==> src/rtl/instruction_fetch.sv <==
// instruction_fetch: program-counter owner and instruction fetch stage.
// It requests one word at a time from instruction memory using a ready
// handshake. It holds the fetched word for decode and advances the PC,
// taking jumps and branches into account, when the core retires it.
module instruction_fetch #(
    parameter logic [31:0] RESET_PC = 32'h0000_0000
) (
    input  logic        clk,
    input  logic        rst,
    output logic        imem_req,
    output logic [31:0] imem_addr,
    input  logic        imem_ready,
    input  logic [31:0] imem_rdata,
    output logic        instr_valid,
    output logic [31:0] instr,
    output logic [5:0]  opcode,
    output logic [31:0] pc,
    output logic [31:0] pc_plus4,
    input  logic        Branch,
    input  logic        Jump,
    input  logic        Zero,
    input  logic        retire,
    output logic [31:0] instr_count
);

    typedef enum logic [1:0] {
        ST_IDLE  = 2'd0,
        ST_FETCH = 2'd1,
        ST_HOLD  = 2'd2
    } state_t;

    state_t      state_q;
    logic [31:0] pc_q;
    logic [31:0] instr_q;
    logic [31:0] count_q;
    logic        req_q;
    logic        valid_q;
    logic [31:0] pc_plus4_d;
    logic [31:0] pc_d;

    // Sign-extended word offset of a conditional branch.
    function automatic logic signed [31:0] branch_offset(input logic [15:0] imm);
        logic signed [31:0] off;
        off = {{14{imm[15]}}, imm, 2'b00};
        return off;
    endfunction

    // Branch target relative to the following instruction; wraps mod 2^32.
    function automatic logic [31:0] branch_target(input logic [31:0] base,
                                                  input logic [15:0] imm);
        logic signed [31:0] off;
        off = branch_offset(imm);
        return base + $unsigned(off);
    endfunction

    // Pseudo-direct jump target: region bits come from pc+4.
    function automatic logic [31:0] jump_target(input logic [3:0]  region,
                                                input logic [25:0] index);
        return {region, index, 2'b00};
    endfunction

    // Sequential successor, computed from the registered PC only.
    always_comb begin
        pc_plus4_d = pc_q + 32'd4;
    end

    // Next PC selection for the held instruction; jump beats branch.
    always_comb begin
        pc_d = pc_plus4_d;
        if (Jump) begin
            pc_d = jump_target(pc_plus4_d[31:28], instr_q[25:0]);
        end else if (Branch && Zero) begin
            pc_d = branch_target(pc_plus4_d, instr_q[15:0]);
        end
    end

    // Fetch FSM: owns state, PC, held instruction, retire count and the
    // registered request/valid outputs.
    always_ff @(posedge clk or posedge rst) begin
        if (rst) begin
            state_q <= ST_IDLE;
            pc_q    <= RESET_PC;
            instr_q <= 32'd0;
            count_q <= 32'd0;
            req_q   <= 1'b0;
            valid_q <= 1'b0;
        end else begin
            case (state_q)
                ST_IDLE: begin
                    state_q <= ST_FETCH;
                    req_q   <= 1'b1;
                    valid_q <= 1'b0;
                end
                ST_FETCH: begin
                    // Wait states are unbounded; the request stays up.
                    if (imem_ready) begin
                        instr_q <= imem_rdata;
                        state_q <= ST_HOLD;
                        req_q   <= 1'b0;
                        valid_q <= 1'b1;
                    end
                end
                ST_HOLD: begin
                    if (retire) begin
                        pc_q    <= pc_d;
                        count_q <= count_q + 32'd1;
                        state_q <= ST_FETCH;
                        req_q   <= 1'b1;
                        valid_q <= 1'b0;
                    end
                end
                default: begin
                    state_q <= ST_IDLE;
                    req_q   <= 1'b0;
                    valid_q <= 1'b0;
                end
            endcase
        end
    end

    assign imem_req    = req_q;
    assign imem_addr   = pc_q;
    assign instr_valid = valid_q;
    assign instr       = instr_q;
    assign opcode      = instr_q[31:26];
    assign pc          = pc_q;
    assign pc_plus4    = pc_plus4_d;
    assign instr_count = count_q;

endmodule

==> config.mk <==
export PLATFORM = sky130hd
export DESIGN_NAME = instruction_fetch
export DESIGN_NICKNAME = d
export VERILOG_FILES = /design/src/rtl/instruction_fetch.sv
export SDC_FILE = /design/constraint.sdc
export NUM_CORES = 1
export LEC_CHECK = 0
export ABC_CLOCK_PERIOD_IN_PS = 4700
export BUFFER_PORTS_ARGS = -buffer_cell sky130_fd_sc_hd__buf_2
export CORE_MARGIN = 3
export CORE_UTILIZATION = 40
export CTS_CLUSTER_DIAMETER = 30
export CTS_CLUSTER_SIZE = 10
export DETAILED_ROUTE_END_ITERATION = 7
export PLACE_DENSITY = 0.67
export SLEW_MARGIN = 10
export SYNTH_ARGS = -nofsm -noshare
export SYNTH_HDL_FRONTEND = slang
export SYNTH_SLANG_ARGS = --single-unit
==> constraint.sdc <==
create_clock -name clk -period 4.7 [get_ports clk]
set_input_delay 0.235 -clock clk [delete_from_list [all_inputs] [get_ports clk]]
set_output_delay 0.235 -clock clk [all_outputs]
set_load 0.005 [all_outputs]
==> flow_summary.json <==
{
  "synthFlopType": "dfrtp_1",
  "avgRoutedWirePerCell_um": 17.2,
  "cts_root_buf": "clkbuf_16",
  "ios": 207,
  "worst_slew_pin_slew_ns": 0.985,
  "grt_max_degree": 60,
  "cts_resized": 0,
  "fmax_mhz": 246,
  "min_period_ns": 4.07,
  "synth.top_cell.area_share_pct": 35.7,
  "slew_headroom_pct": 34.4,
  "drt-pass1-iter-count": 5,
  "startpoint_type": "flip-flop",
  "hold_viol_final": 0,
  "yosysMostFrequentCell": "dfrtp_1",
  "hold_buffers": 0,
  "nets": 963,
  "crit_path_max_fanout": 10,
  "synth.ff_latch_count": 96,
  "routed_via_density": 5.33,
  "rows": 46,
  "clk_transition_reported_paths_ns": 0.08,
  "cp-startpoint": "imem_addr[7]$_DFFE_PP0P_",
  "wirelength_um": 19100,
  "crit_cells": 16,
  "antenna_found_initial": 1,
  "drive_gt1_share_pct": 30.1,
  "ys_warn_count": 0,
  "ir_drop_uv": 318,
  "io_buffers": 200,
  "ctsLongestPathBuffers": 2,
  "dp_hpwl_um": 14400,
  "tns_ns": 0,
  "overflow": 0,
  "crit_buf_inv": 0,
  "cp_cell_sequence": "and4_1 > nand4_1 > nor2_1 > nand2_1 > nor2_1 > xor2_1 > ha_1 > a21oi_1 > o21ai_0 > nor4_1 > nor4_1 > a211oi_1 > nand3_1 > a21oi_1 > mux2i_1 > xnor2_1",
  "r2r_start": "imem_addr[7]$_DFFE_PP0P_",
  "cp.arrival_ns": 4.34,
  "skew_ns": 0.0131,
  "worst_ep_required_time_ns": 4.97,
  "worst_path_max_delay_cell": "nor2_1",
  "syn_area_mm2": 0.00673,
  "outcome": "completed",
  "synth_edf_count": 0,
  "post_cts_buffers": 0,
  "gp_congestion": 0.880,
  "hp-class": "primary input to async pin",
  "synthTopCellsByCount": "96 x dfrtp_1, 83 x nand2_1, 63 x xnor2_1, 47 x nor2_1, 42 x buf_4",
  "synth-seq-area-share_pct": 35.7,
  "cts_tree": "built",
  "crit_path_end_kind": "flip-flop",
  "initial_core_util_pct": 41.6,
  "cts-htree-levels": 3,
  "r2r_cells": 16,
  "first_global_vias": 5707,
  "syn_area_per_cell_um2": 9.17,
  "synth_area_leaders": "dfrtp_1 36%, xnor2_1 8.2%, ha_1 6.9%",
  "maxSlewViolCount": 0,
  "fp.dieArea_mm2": 0.0184,
  "yosysTopAreaCell": "dfrtp_1",
  "cts_inserted_buffers": 9,
  "drc_errors": 0,
  "die_y_um": 136,
  "track_usage_pct": 20.6,
  "cts.sinks": 96,
  "first_iter_violations": 372,
  "async_flop_share_pct": 100,
  "antenna_left": 0,
  "hold_slack_ns": 0.0168,
  "critPathKind": "flip-flop to flip-flop",
  "routed-via-count": 5897,
  "setup_viol": 0,
  "grt_pass1_wl_um": 30500,
  "core-area_mm2": 0.0162,
  "p_leak_nw": 3.88,
  "synth_cell_types": 66,
  "fp.dieW_um": 136,
  "power_density_mw_per_mm2": 715,
  "drv_cap": 0,
  "path_delay_family": "simple AND/OR/NAND/NOR gates",
  "area_growth_syn_to_layout_pct": 17.7,
  "clk_latency_ns": 0.36,
  "post-route-period-util_pct": 86.5,
  "critPathMaxStageDelay_ns": 0.51,
  "rsz0062_at_grt": "false",
  "syn_inst": 734,
  "n_antenna_cell": 0
}
[power by group]
part	internal [mW]	switching (mW)	total [mW]
combinational	1.59	1.82	3.41
clock	0.367	0.351	0.718
sequential	1.10	0.429	1.53
total	3.06	2.60	5.66
[placed cells by master, fill, tap and decap left out, drive strengths merged, types with 33 or more instances in the layout]
cell type | Yosys | routed
o21ai | 40 | 40
mux2 | 33 | 33
xnor2 | 63 | 63
nand3 | 34 | 34
nor2 | 49 | 49
dfrtp | 96 | 96
a21oi | 42 | 42
buf | 44 | 204
nand2 | 83 | 83
ha | 37 | 37
[registers in the layout (all words and copies together), names as in the netlist]
signal	cells
instr_count	32
instr_valid	1
instr	32
state_q	1
imem_addr	30
[layout make-up]
cell class	instances	area [um2]
clock buffers	10	229
inverters	8	32.5
clock inverters	6	52.6
flip-flops and latches	96	2400
repair buffers	204	1030
fillers	1524	8250
well taps	216	270
multi-input cells	567	3900
[worst paths after layout]
kind,to,slack [ns]
max,imem_addr[31]$_DFFE_PP0P_,0.63
max in group asynchronous,instr_count[0]$_DFFE_PP0P_,3.66
min reg2reg,instr_count[31]$_DFFE_PP0P_,0.47
min in group clk,instr[0]$_DFFE_PP0P_,0.11
min,instr[31]$_DFFE_PP0P_,0.02
max reg2reg,imem_addr[31]$_DFFE_PP0P_,0.63
[per-layer routing]
layer  part of all wire [%]  track usage (%)  vias to the layer above
met3                    5.4             3.38                       21
met1                     45             28.1                     2807
met5                  0.068                0                        -
li1                       -                -                     2880
met2                     49             34.5                      187
met4                    1.2             4.98                        2
[kinds of logic after synthesis]
group,synth area share [%]
compound gates,15.6
xor+xnor,10.7
fa+ha+maj,7.17
buf+inv,6.62
flops,35.7
mux,6.17
other cells,0.0557
simple gates,18.1
[per-stage QoR]
step           worst slack, ns  utilization (%)  instances  power [mW]  instance area [um2]
2_1_floorplan             1.24                -        739        3.99                 6750
3_3_place_gp             0.828             47.2       1091        4.91                 7640
3_5_place_dp             0.670             47.2       1091        4.94                 7640
4_1_cts                  0.643             49.0       1107        5.69                 7920
5_1_grt                  0.117             49.0       1107        6.16                 7920
6_report                 0.634             49.0       1107        5.66                 7920
Note: power is estimated with default switching activity, not from simulation.
